`src/rtl/seven_pkg.sv`:
```
// Shared constants and helpers for the seven-segment scan controller.
package seven_pkg;

    localparam int CODE_W = 3;
    localparam int MAX_DIGITS = 8;
    localparam int MAX_W = MAX_DIGITS * CODE_W;
    localparam logic [CODE_W-1:0] BLANK_CODE = 3'b000;

    // Pull digit k out of a packed code vector (digit 0 in the LSBs).
    function automatic logic [CODE_W-1:0] digit_code(input logic [MAX_W-1:0] vec,
                                                     input logic [2:0] k);
        return vec[k*CODE_W +: CODE_W];
    endfunction

endpackage

```
`src/rtl/seven_scan_tick.sv`:
```
// Per-digit slot timer: counts PRESCALE cycles while enabled and flags the
// last cycle of each slot.
module scan_tick #(
    parameter int PRESCALE = 1000,
    localparam int CW = (PRESCALE > 1) ? $clog2(PRESCALE) : 1
) (
    input  logic          clk,
    input  logic          rst,
    input  logic          en,
    output logic          tick,
    output logic [CW-1:0] cnt
);

    localparam logic [CW-1:0] LAST = CW'(PRESCALE - 1);

    logic [CW-1:0] cnt_q;
    logic [CW-1:0] cnt_d;

    assign tick = en && (cnt_q == LAST);
    assign cnt  = cnt_q;

    // Next count: wrap on tick, advance while enabled, otherwise hold.
    always_comb begin
        cnt_d = cnt_q;
        if (tick) begin
            cnt_d = '0;
        end else if (en) begin
            cnt_d = cnt_q + 1'b1;
        end
    end

    // Counter register.
    always_ff @(posedge clk) begin
        if (rst) begin
            cnt_q <= '0;
        end else begin
            cnt_q <= cnt_d;
        end
    end

endmodule

```
`src/rtl/seven_scan.sv`:
```
// Time-multiplexed scan controller feeding one shared seven-segment decoder.
// Display contents are double-buffered and swapped only at frame boundaries.
// Optional feature: define SEVEN_SCAN_BLANK_EN to blank the digit enables for
// the first BLANK_CYCLES cycles of every slot (anti-ghosting).
module seven_scan
    import seven_pkg::*;
#(
    parameter int DIGITS       = 4,
    parameter int PRESCALE     = 1000,
    parameter int BLANK_CYCLES = 2
) (
    input  logic                     clk,
    input  logic                     rst,
    input  logic                     en,
    input  logic                     load,
    input  logic [CODE_W*DIGITS-1:0] din,
    output logic [CODE_W-1:0]        code,
    output logic [DIGITS-1:0]        an,
    output logic                     pend,
    output logic                     frame
);

    localparam int IW = $clog2(DIGITS);
    localparam int CW = (PRESCALE > 1) ? $clog2(PRESCALE) : 1;
    localparam int DW = CODE_W * DIGITS;
    localparam logic [IW-1:0] LAST_IDX = IW'(DIGITS - 1);
    localparam logic [CW-1:0] BLANK_C  = CW'(BLANK_CYCLES);

    logic          tick;
    logic [CW-1:0] cnt;
    logic          boundary;
    logic          blank;

    logic [IW-1:0]     idx_q,   idx_d;
    logic [DW-1:0]     disp_q,  disp_d;
    logic [DW-1:0]     pbuf_q,  pbuf_d;
    logic              pend_q,  pend_d;
    logic [CODE_W-1:0] code_q,  code_d;
    logic [DIGITS-1:0] an_q,    an_d;
    logic              frame_q, frame_d;

    scan_tick #(
        .PRESCALE (PRESCALE)
    ) u_tick (
        .clk  (clk),
        .rst  (rst),
        .en   (en),
        .tick (tick),
        .cnt  (cnt)
    );

`ifdef SEVEN_SCAN_BLANK_EN
    assign blank = (cnt < BLANK_C);
`else
    logic unused_blank;
    assign unused_blank = (cnt < BLANK_C);
    assign blank = 1'b0;
`endif

    // Next index, buffer swap and registered outputs from the post-edge state.
    always_comb begin
        boundary = tick && (idx_q == LAST_IDX);
        idx_d    = idx_q;
        if (tick) begin
            idx_d = boundary ? '0 : idx_q + 1'b1;
        end

        pbuf_d = load ? din : pbuf_q;
        disp_d = disp_q;
        pend_d = pend_q;
        if (boundary) begin
            pend_d = 1'b0;
            if (load) begin
                disp_d = din;
            end else if (pend_q) begin
                disp_d = pbuf_q;
            end
        end else if (load) begin
            pend_d = 1'b1;
        end

        code_d  = digit_code(MAX_W'(disp_d), 3'(idx_d));
        an_d    = DIGITS'(1) << idx_d;
        frame_d = boundary;
    end

    // State and output registers; reset discards both buffers.
    always_ff @(posedge clk) begin
        if (rst) begin
            idx_q   <= '0;
            disp_q  <= '0;
            pbuf_q  <= '0;
            pend_q  <= 1'b0;
            code_q  <= BLANK_CODE;
            an_q    <= DIGITS'(1);
            frame_q <= 1'b0;
        end else begin
            idx_q   <= idx_d;
            disp_q  <= disp_d;
            pbuf_q  <= pbuf_d;
            pend_q  <= pend_d;
            code_q  <= code_d;
            an_q    <= an_d;
            frame_q <= frame_d;
        end
    end

    assign code  = code_q;
    assign an    = (en && !blank) ? an_q : '0;
    assign pend  = pend_q;
    assign frame = frame_q;

endmodule
```
`config.mk`:
```
export PLATFORM = sky130hd
export DESIGN_NAME = seven_scan
export DESIGN_NICKNAME = d
export VERILOG_FILES = /design/src/rtl/seven_pkg.sv /design/src/rtl/seven_scan_tick.sv /design/src/rtl/seven_scan.sv
export SDC_FILE = /design/constraint.sdc
export NUM_CORES = 1
export LEC_CHECK = 0
export ABC_AREA = 1
export BUFFER_PORTS_ARGS = -buffer_cell sky130_fd_sc_hd__buf_4
export CAP_MARGIN = 20
export CORE_MARGIN = 5
export CORE_UTILIZATION = 55
export CTS_BUF_LIST = sky130_fd_sc_hd__clkbuf_8
export DETAILED_ROUTE_END_ITERATION = 7
export PLACE_DENSITY = 0.87
export SLEW_MARGIN = 20
export SYNTH_ARGS = -nofsm -noshare
export SYNTH_HDL_FRONTEND = slang
export SYNTH_SLANG_ARGS = --single-unit
export TNS_END_PERCENT = 50
```
`constraint.sdc`:
```
create_clock -name clk -period 1.8 [get_ports clk]
set_input_delay 0.09 -clock clk [delete_from_list [all_inputs] [get_ports clk]]
set_output_delay 0.09 -clock clk [all_outputs]
set_load 0.01 [all_outputs]
```
==> results of run 1 <==
flip-flops by register name, summed over array words and instances (netlist names):
| signal | count |
|---|---|
| pbuf_q | 12 |
| idx_q | 2 |
| pend | 1 |
| code | 3 |
| u_tick.cnt | 10 |
| disp_q | 12 |
| an_q | 4 |
| frame | 1 |
tightest hold or removal path, delay by kind of cell:
| family | cells | cell delay, ns |
|---|---|---|
| AOI/OAI and AO/OA | 1 | 0.06 |
| and+or+nand+nor | 1 | 0.06 |
| buffers and inverters | 1 | 0.11 |
what timing repair did:
item	4_1_cts	5_1_grt
resized for setup	0	4
hold endpoints to repair	0	0
setup endpoints to repair	0	10
setup buffers	0	1
cells by family (layout without fill, tap and decap cells):
group	after synthesis	count (layout)	share of synthesized area
xor gates and xnor gates	4	4	0.0169
adders and majority gates	2	2	0.0121
AOI/OAI and AO/OA	31	31	0.0762
DFF	45	45	0.436
buffers and inverters	40	67	0.0811
and+or+nand+nor	164	164	0.378
stage by stage:
step	hold WS [ns]	setup TNS (ns)	total power, uW	worst slack, ns	cells
CTS	0.0400	0	1790	0.00242	360
finish	0.0501	0	1780	0.124	361
floorplan	0.246	0	1120	0.257	286
detailed placement	0.379	0	1160	0.0351	352
global route	0.0460	-0.0241	1860	-0.0129	361
global placement	0.376	0	1160	0.0900	352
cells in the mapped netlist:
| library cell | n | area [um^2] |
|---|---|---|
| a21oi_1 | 27 | 135 |
| buf_1 | 1 | 3.75 |
| buf_2 | 2 | 10.0 |
| buf_6 | 2 | 22.5 |
| clkbuf_1 | 4 | 15.0 |
| dfxtp_1 | 45 | 901 |
| ha_1 | 2 | 25.0 |
| inv_1 | 29 | 109 |
| inv_2 | 2 | 7.51 |
| nand2_1 | 97 | 364 |
| nand2_2 | 12 | 75.1 |
| nand3_1 | 11 | 55.1 |
| nand3_2 | 8 | 80.1 |
| nand3_4 | 1 | 17.5 |
| nand3b_1 | 1 | 7.51 |
| nand4_1 | 4 | 25.0 |
| nor2_1 | 18 | 67.6 |
| nor2_2 | 4 | 25.0 |
| nor2_4 | 3 | 33.8 |
| nor3_1 | 2 | 10.0 |
| nor3b_1 | 2 | 15.0 |
| nor4_1 | 1 | 6.26 |
| o21a_1 | 1 | 7.51 |
| o21ai_0 | 3 | 15.0 |
| xnor2_1 | 1 | 8.76 |
| xor2_1 | 3 | 26.3 |
layout make-up:
type	count	area, um^2
clock inverter	3	21.3
timing repair buffer	28	223
tap	48	60.1
fill	327	1260
inverter	31	116
sequential	45	903
clock buffer	5	68.8
multi-input combinational	201	1010
path summary, 6_finish.rpt:
| kind | startpoint | to | slack [ns] |
|---|---|---|---|
| setup / recovery | u_tick.cnt[1]$_SDFFE_PP0P_ | code[0]$_SDFF_PP0_ | 0.12 |
| hold / removal | din[2] | pbuf_q[2]$_SDFFE_PP0P_ | 0.05 |
| setup reg to reg | u_tick.cnt[1]$_SDFFE_PP0P_ | code[0]$_SDFF_PP0_ | 0.12 |
| hold reg to reg | disp_q[0]$_SDFF_PP0_ | disp_q[0]$_SDFF_PP0_ | 0.47 |
layer usage:
layer / up-vias / wire, um / GRT usage
li1: 944 / - / -
met1: 764 / 1840 / 0.195
met2: 29 / 1800 / 0.278
met3: 7 / 198 / 0.0519
met4: 0 / 91 / 0.0898
met5: - / 0 / 0
where the power goes:
part | leakage [uW] | internal, uW | total (uW) | switching [uW]
sequential | 0.000366 | 1020 | 1030 | 10.0
combinational | 0.000694 | 49.0 | 120 | 70.6
clock | 0.0000445 | 275 | 631 | 356
total | 0.00110 | 1340 | 1780 | 436
==> metrics.cfg, run 1 <==
[clock_tree]
cts_tree = built
insertion_delay_ns = 0.31
clk_pin_slew_ns = 0.09
cts_buffers = 5
holdBufCountCts = 0
htree_levels = 2
cts_sinks = 45
cts_root_buf = clkbuf_8
clock_path_buffers = 2

[global_routing]
grt_max_degree = 28
antenna_found_initial = 0
grt_pass1_vias = 1614
grt.total_usage = 0.168
grt_overflow = 0
grt_pass1_wl_um = 6830

[floorplan]
fp.dieH_um = 71.3
num_rows = 22
core_area_mm2 = 0.00366
dieWidth_um = 71.3
initial_core_util = 0.565
ios = 25
dieArea_mm2 = 0.00509

[cells_and_area]
utilization = 0.657
area_delta_synth_final_pct = 16.3
mostFrequentLayoutCells = nand2_1 (97), dfxtp_1 (43), inv_1 (29)
antenna_cells = 0
final_area_mm2 = 0.00240
fin_nets = 330
drive_above_1_share = 0.220
layout_commonest_cell = nand2_1

[drt]
firstDrtPassIters = 4
remaining_drc_errors = 0
wl_per_cell_um = 10.9
postRouteWirelength_um = 3930
via_count = 1744
vias_per_cell = 4.83
ant_nets = 0
drtIter0Drc = 84

[worst_setup_path]
path_class = reg2reg
required_ns = 2.01
start_kind = register
cp-end-kind = register
reg2reg_depth = 13
path_depth = 13
critPathArrivalTime_ns = 1.88
cp_common_cell = nand2_1
slowest_delay_ns = 0.38
cp_top_family = simple AND/OR/NAND/NOR gates
critPathBufInv = 3
crit_chain = ha_4 -> nand2_2 -> nor2_4 -> inv_1 -> nor2_2 -> nand3_2 -> buf_4 -> nand2_2 -> nand2_1 -> nand2_1 -> nand2_1 -> inv_1 -> nand2_1
cpMaxStageDelayCell = dfxtp_2
critical_path.max_fanout = 12

[placed_design]
routabilityCongestion = 0.833
placed_cell_area_mm2 = 0.00228
dpl.hpwl_um = 2840
io_buffers = 24

[sta]
fin_skew_ns = 0.00634
relSlewSlack = 0.760
max_freq_ghz = 0.597
min_period_ns = 1.68
finalSetupViolations = 0
slew_violations = 0
worst_pin_slew_ns = 0.359
fin_crit_sh = 0.931
hold_viol_final = 0

[logic_synthesis]
synthDistinctLibCells = 26
synth_seq_area_share = 0.436
ys_ff_latch = 45
ys_warn_count = 0
syn_area_per_cell_um2 = 7.23
synth_fp_nets = 304
synth_area_mm2 = 0.00207
synthCells = 286

[hold_path]
hp-class = in2reg
hold_depth = 3

[power_and_ir_drop]
powerDensity_mw_per_mm2 = 738
ir_drop_mv = 0.621
p_leak_uw = 0.00110

[flow_run]
cap_violations = 0

[run_status]
status = completed

(Power assumes the default switching activity.)
==> run 2, diff against run 1 <==
--- a/config.mk
+++ b/config.mk
@@ -5,14 +5,13 @@
 export SDC_FILE = /design/constraint.sdc
 export NUM_CORES = 1
 export LEC_CHECK = 0
-export ABC_AREA = 1
 export BUFFER_PORTS_ARGS = -buffer_cell sky130_fd_sc_hd__buf_4
 export CAP_MARGIN = 20
 export CORE_MARGIN = 5
 export CORE_UTILIZATION = 55
 export CTS_BUF_LIST = sky130_fd_sc_hd__clkbuf_8
 export DETAILED_ROUTE_END_ITERATION = 7
-export PLACE_DENSITY = 0.87
+export PLACE_DENSITY = 0.88
 export SLEW_MARGIN = 20
 export SYNTH_ARGS = -nofsm -noshare
 export SYNTH_HDL_FRONTEND = slang
==> metrics.cfg, run 2 <==
[drt]
via_count = 1617  ; -7.3%
firstDrtPassIters = 4  ; unchanged
drtIter0Drc = 96  ; +14%
ant_nets = 0  ; unchanged
vias_per_cell = 5.48  ; +13%
wl_per_cell_um = 15.6  ; +44%
remaining_drc_errors = 0  ; unchanged
postRouteWirelength_um = 4610  ; +18%

[sta]
min_period_ns = 1.93  ; +0.251 ns
hold_viol_final = 0  ; unchanged
setup_slack_ns = -0.127  ; -0.251 ns
fin_skew_ns = 0.00688  ; +0.000548 ns
slew_violations = 0  ; unchanged
relSlewSlack = 0.738  ; -0.0225
worst_pin_slew_ns = 0.388  ; +0.0295 ns
rsz0062_at_grt = yes
finalSetupViolations = 6  ; +6
fin_crit_sh = 1.07  ; +0.139
max_freq_ghz = 0.519  ; -13%

[worst_setup_path]
critPathArrivalTime_ns = 2.10  ; +0.22 ns
critical_path.max_fanout = 8  ; -4
path_class = reg2reg
cp-end-kind = register
slowest_delay_ns = 0.42  ; +0.04 ns
crit_chain = or3b_4 -> nor4_4 -> buf_6 -> buf_6 -> mux2i_2 -> nand2b_1 -> o211ai_1
cpMaxStageDelayCell = or3b_4
cp_common_cell = buf_6
start_kind = register
required_ns = 1.98  ; -0.03 ns

[cells_and_area]
mostFrequentLayoutCells = buf_4 (56), dfxtp_1 (40), nor2_1 (27)
fin_nets = 267  ; -19%
area_delta_synth_final_pct = 37.2
drive_above_1_share = 0.434  ; +0.213
final_area_mm2 = 0.00260  ; +8.0%
layout_commonest_cell = buf_4
antenna_cells = 0  ; unchanged

[power_and_ir_drop]
ir_drop_mv = 0.644  ; +3.7%
internal-power_uw = 1500  ; +12%
p_switching_uw = 409  ; -6.2%
powerDensity_mw_per_mm2 = 736  ; -0.29%
p_leak_uw = 0.00110  ; about the same
sw_frac_of_total = 0.214  ; -0.0317
pwr-share-seq = 0.538  ; -0.039
power_uw = 1910  ; +7.6%
combPwrFrac = 0.080  ; +0.013
clkPwrFrac = 0.382  ; +0.027

[clock_tree]
clock_path_buffers = 2  ; unchanged
clk_pin_slew_ns = 0.08  ; about the same
insertion_delay_ns = 0.30  ; about the same
cts_tree = built
cts_root_buf = clkbuf_8
holdBufCountCts = 0  ; unchanged
htree_levels = 2  ; unchanged
cts_sinks = 45  ; unchanged
cts_buffers = 5  ; unchanged

[logic_synthesis]
synth_commonest_cells = dfxtp_1 (45), nor2_1 (28), and2_1 (19)
ys_ff_latch = 45  ; unchanged
synthCells = 193  ; -33%
synthDistinctLibCells = 34  ; +31%
ys_warn_count = 0  ; unchanged
synth_edf_count = 0  ; unchanged
synth_ff_type = dfxtp_1
synth_seq_area_share = 0.476  ; +0.0406
netlist.top_cell.by_area = dfxtp_1
yosys-top-cells-area = dfxtp_1 (48%), mux2_2 (8.9%), and2_1 (6.3%), nor2_1 (5.6%), mux2i_1 (4.2%)
synth_fp_nets = 211  ; -31%
synth.most_common_cell = dfxtp_1
synth_top_area_share = 0.476  ; +0.0406
async_reset_ff_frac = 0  ; unchanged
syn_area_per_cell_um2 = 9.80  ; +36%
synth_area_mm2 = 0.00189  ; -8.5%

[placed_design]
placed_cell_area_mm2 = 0.00235  ; +2.9%
io_buffers = 24  ; unchanged
routabilityCongestion = 0.787  ; -5.6%
dpl.hpwl_um = 2940  ; +3.5%

[global_routing]
grt_overflow = 0  ; unchanged
grt.total_usage = 0.203  ; +0.0349
grt_pass1_wl_um = 7010  ; +2.6%
grt_max_degree = 18  ; -36%
grt_pass1_vias = 1566  ; -3.0%
antenna_found_initial = 0  ; unchanged

[floorplan]
ios = 25  ; unchanged
num_rows = 21  ; -4.5%
dieWidth_um = 68.7  ; -3.7%
core_area_mm2 = 0.00334  ; -8.9%
dieArea_mm2 = 0.00471  ; -7.3%
fp.dieH_um = 68.7  ; -3.7%
initial_core_util = 0.567  ; +0.00199

[hold_path]
hp-class = in2reg

[run_status]
violations = negative setup slack
status = finished, violations left

[flow_run]
cap_violations = 0  ; unchanged

## run 2: kinds of logic (layout without fill, tap and decap cells)
family	Yosys count	in the layout	share of synthesized area
flops	45	45	0.476
simple gates	81	81	0.239
mux	23	23	0.132
compound gates	18	18	0.0688
xor+xnor	9	9	0.0417
fa+ha+maj	2	2	0.0132
buf+inv	15	71	0.0298
## run 2: power by group through the flow
stage          logic, uW  registers [uW]  clock network [uW]
2_1_floorplan       78.2            1050                   0
3_5_place_dp         143            1050                   0
4_1_cts              148            1030                 737
5_1_grt              167            1030                 785
3_3_place_gp         139            1050                   0
6_report             153            1030                 730
## run 2: layout make-up
class	instances	area [um^2]
multi-input combinational	133	1060
sequential	45	907
fill	211	741
timing repair buffer	58	443
clock buffer	5	68.8
tap	46	57.6
clock inverter	2	35.0
inverter	6	22.5
## run 2: stage by stage
| step | setup TNS (ns) | hold slack (ns) | setup slack (ns) | util | std cells |
|---|---|---|---|---|---|
| final | -0.407 | 0.0348 | -0.127 | 0.778 | 295 |
| after global routing | -1.09 | 0.0646 | -0.200 | 0.778 | 295 |
| after CTS | -0.0767 | 0.0359 | -0.0355 | 0.756 | 294 |
| after detailed placement | -0.367 | 0.353 | -0.130 | 0.703 | 284 |
| after global placement | -0.198 | 0.337 | -0.0845 | 0.703 | 284 |
| after floorplan | -1.32 | 0.237 | -0.246 | - | 193 |
## run 2: worst paths after layout
kind,cells after the start,to,start,slack (ns)
setup / recovery,7,code[1]$_SDFF_PP0_,u_tick.cnt[4]$_SDFFE_PP0P_,-0.13
hold / removal,3,pbuf_q[2]$_SDFFE_PP0P_,din[2],0.03
setup reg to reg,7,code[1]$_SDFF_PP0_,u_tick.cnt[4]$_SDFFE_PP0P_,-0.13
hold reg to reg,2,pbuf_q[2]$_SDFFE_PP0P_,pbuf_q[2]$_SDFFE_PP0P_,0.51
## run 2: repair_timing
item,in CTS,in global routing
buffers inserted,3,1
endpoints found under the setup margin,6,12
gates resized for setup,13,17
pin swaps,5,4
hold endpoints to repair,0,0
## run 2: layer usage
layer  share of wire  track usage  up-vias  wire length, um
met5               0            0        -                0
met4           0.025       0.0844        0              115
met3           0.042       0.0616       13              194
met2            0.51        0.342       45             2370
met1            0.42        0.239      786             1940
li1                -            -      773                -
## run 2: critical path: cells and delay by family, from the launching register on
kind                   cells  cell delay, ns
AND/OR/NAND/NOR            3            0.83
flip-flops                 1            0.32
buffers and inverters      2            0.32
multiplexers               1            0.22
AO/OA/AOI/OAI              1            0.10
==> run 3, diff against run 2 <==
--- a/config.mk
+++ b/config.mk
@@ -11,9 +11,10 @@
 export CORE_UTILIZATION = 55
 export CTS_BUF_LIST = sky130_fd_sc_hd__clkbuf_8
 export DETAILED_ROUTE_END_ITERATION = 7
-export PLACE_DENSITY = 0.88
+export PLACE_DENSITY = 0.87
 export SLEW_MARGIN = 20
 export SYNTH_ARGS = -nofsm -noshare
 export SYNTH_HDL_FRONTEND = slang
+export SYNTH_HIERARCHICAL = 1
 export SYNTH_SLANG_ARGS = --single-unit
 export TNS_END_PERCENT = 50
==> metrics.cfg, run 3 <==
[sta]
setup_slack_ns = -0.0826  ; +0.0442 ns
rsz0062_at_grt = yes
fin_skew_ns = 0.00760  ; +0.000716 ns
hold_viol_final = 0  ; unchanged
finalSetupViolations = 7  ; +1
fin_crit_sh = 1.05  ; -0.0246
relSlewSlack = 0.628  ; -0.110
min_period_ns = 1.88  ; -0.0442 ns
worst_pin_slew_ns = 0.557  ; +0.169 ns
max_freq_ghz = 0.531  ; +2.3%
setup_tns_ns = -0.229  ; +0.177 ns
slew_violations = 0  ; unchanged
hold_slack_ns = 0.0384  ; +0.00360 ns

[clock_tree]
clk_pin_slew_ns = 0.08  ; about the same
clock_path_buffers = 2  ; unchanged
cts_buffers = 5  ; unchanged
cts_tree = built
holdBufCountCts = 0  ; unchanged
cts_root_buf = clkbuf_8
insertion_delay_ns = 0.30  ; about the same
cts_sinks = 45  ; unchanged
htree_levels = 2  ; unchanged

[worst_setup_path]
start_kind = register
r2r_slack_ns = -0.08  ; +0.04 ns
required_ns = 2.02  ; +0.04 ns
critical_path.max_fanout = 6  ; -2
cpMaxStageDelayCell = or3b_4
cp-end-kind = register
critPathBufInv = 1  ; -1
cp_top_family = simple AND/OR/NAND/NOR gates
path_class = reg2reg
critPathArrivalTime_ns = 2.10  ; about the same
crit_chain = ha_4 -> nand4_1 -> nor2_2 -> buf_4 -> or3b_4 -> a21oi_4 -> o211ai_1 -> o2111ai_1
slowest_delay_ns = 0.42  ; about the same

[logic_synthesis]
ys_ff_latch = 45  ; unchanged
synth_top_area_share = 0.451  ; -0.0251
synthDistinctLibCells = 53  ; +56%
synth_ff_type = dfxtp_1
yosys-top-cells-area = dfxtp_1 (45%), mux2i_1 (8.0%), nor2_1 (6.0%), a21oi_1 (2.3%), nand4_1 (2.2%)
synthCells = 213  ; +10%
synth_commonest_cells = dfxtp_1 (45), nor2_1 (32), mux2i_1 (16)
synth_adder_area_share = 0.0125  ; -0.000696
async_reset_ff_frac = 0  ; unchanged
synth_seq_area_share = 0.451  ; -0.0251
synthXorXnorAreaFrac = 0.0263  ; -0.0154
synth_fp_nets = 231  ; +9.5%
synth.most_common_cell = dfxtp_1
netlist.top_cell.by_area = dfxtp_1
synth_edf_count = 0  ; unchanged
synth_top_family_by_area = simple AND/OR/NAND/NOR gates
yosys.area_share.simple = 0.223  ; -0.0157
syn_area_per_cell_um2 = 9.38  ; -4.4%
synth_mux_area_frac = 0.0934  ; -0.0383
ys_warn_count = 6  ; +6
synth_area_mm2 = 0.00200  ; +5.6%
synth_compound_area_frac = 0.148  ; +0.0797

[drt]
drtIter0Drc = 181  ; +89%
firstDrtPassIters = 4  ; unchanged
via_count = 1822  ; +13%
highest_layer = met4
postRouteWirelength_um = 5170  ; +12%
vias_per_cell = 5.69  ; +3.9%
wl_met1_um = 2150  ; +11%
wl_per_cell_um = 16.2  ; +3.4%
remaining_drc_errors = 0  ; unchanged
wl_met2_um = 2550  ; +7.9%
met3_wirelength_um = 361  ; +86%
ant_nets = 0  ; unchanged

[floorplan]
num_rows = 21  ; unchanged
dieArea_mm2 = 0.00494  ; +4.7%
core_area_mm2 = 0.00342  ; +2.4%
fp.dieH_um = 70.3  ; +2.3%
dieWidth_um = 70.3  ; +2.3%
initial_core_util = 0.585  ; +0.0177
ios = 25  ; unchanged

[cells_and_area]
final_area_mm2 = 0.00264  ; +1.8%
mostFrequentLayoutCells = buf_4 (62), dfxtp_1 (42), nor2_1 (31)
drive_above_1_share = 0.336  ; -0.0980
fin_nets = 292  ; +9.4%
antenna_cells = 0  ; unchanged
final_cells = 320  ; +8.5%
layout_commonest_cell = buf_4
area_delta_synth_final_pct = 32.4

[power_and_ir_drop]
powerDensity_mw_per_mm2 = 689  ; -6.4%
ir_drop_mv = 0.680  ; +5.6%
p_leak_uw = 0.00116  ; +5.3%

[flow_run]
cap_violations = 0  ; unchanged

[global_routing]
grt_pass1_vias = 1791  ; +14%
grt_pass1_wl_um = 8300  ; +18%
grt_max_degree = 43  ; +25
grt.total_usage = 0.211  ; +0.00728
antenna_found_initial = 0  ; unchanged
grt_overflow = 0  ; unchanged

[hold_path]
hp-class = in2reg

[placed_design]
io_buffers = 24  ; unchanged
dpl.hpwl_um = 3180  ; +8.4%
routabilityCongestion = 0.831  ; +5.6%
placed_cell_area_mm2 = 0.00242  ; +3.1%
dp.cells = 302  ; +6.3%

[run_status]
violations = negative setup slack
status = finished, violations left

run 3: changes by cell type in the layout (fill, tap and decap cells not counted), moves of 4 or more:
cell      change
a21oi_1       +7
and2_1       -10
and2_4        -4
buf_4         +6
mux2_2        -9
mux2_4        -5
mux2i_1      +10
nand2b_1      +4
nor2_1        +4
nor2b_1       +6
o21ai_1       +4
run 3: path summary, 6_finish.rpt:
path	start	end	cells after the start
setup reg to reg	u_tick/cnt[0]$_SDFFE_PP0P_	code[0]$_SDFF_PP0_	8
hold reg to reg	disp_q[3]$_SDFF_PP0_	disp_q[3]$_SDFF_PP0_	2
hold / removal	din[7]	pbuf_q[7]$_SDFFE_PP0P_	3
setup / recovery	u_tick/cnt[0]$_SDFFE_PP0P_	code[0]$_SDFF_PP0_	8
run 3: metrics by stage:
step                power (uW)   util  setup slack, ns
floorplan                 1140      -          -0.0551
global placement          1210  0.708          0.00754
detailed placement        1210  0.708          -0.0233
CTS                       1810  0.757          -0.0201
global route              1890  0.774           -0.146
finish                    1820  0.774          -0.0826
run 3: routing by layer:
metal,up-vias,global-route usage
met1,876,0.264
met5,-,0
met4,0,0.0723
met2,54,0.343
li1,877,-
met3,15,0.0617
run 3: final cells by class:
cell class	instances	area (um^2)
Fill cell	211	772
Inverter	8	30.0
Tap cell	46	57.6
Sequential cell	45	907
Clock buffer	6	82.6
Timing Repair Buffer	64	488
Clock inverter	1	3.75
Multi-Input combinational cell	150	1070
run 3: tightest hold or removal path, cell delays in order:
cell,delay (ns)
buf_4,0.08
mux2i_1,0.06
nor2_1,0.07
run 3: report_power, final:
part	switching, uW	internal (uW)	leakage (uW)	total, uW
combinational	73.8	78.5	0.000747	152
clock	324	299	0.0000485	623
sequential	23.1	1020	0.000367	1050
run 3: cells by family after synthesis:
| family | Yosys count |
|---|---|
| AOI/OAI and AO/OA | 41 |
| DFF | 45 |
| xor gates and xnor gates | 6 |
| buffers and inverters | 18 |
| adders and majority gates | 2 |
| and+or+nand+nor | 83 |
| muxes | 18 |
run 3: repair_timing:
item                       in CTS  in global routing
pin swaps                       3                  5
gates resized for setup         7                 11
setup endpoints to repair       3                 14
cloned                          1                  0
buffers inserted                6                  4
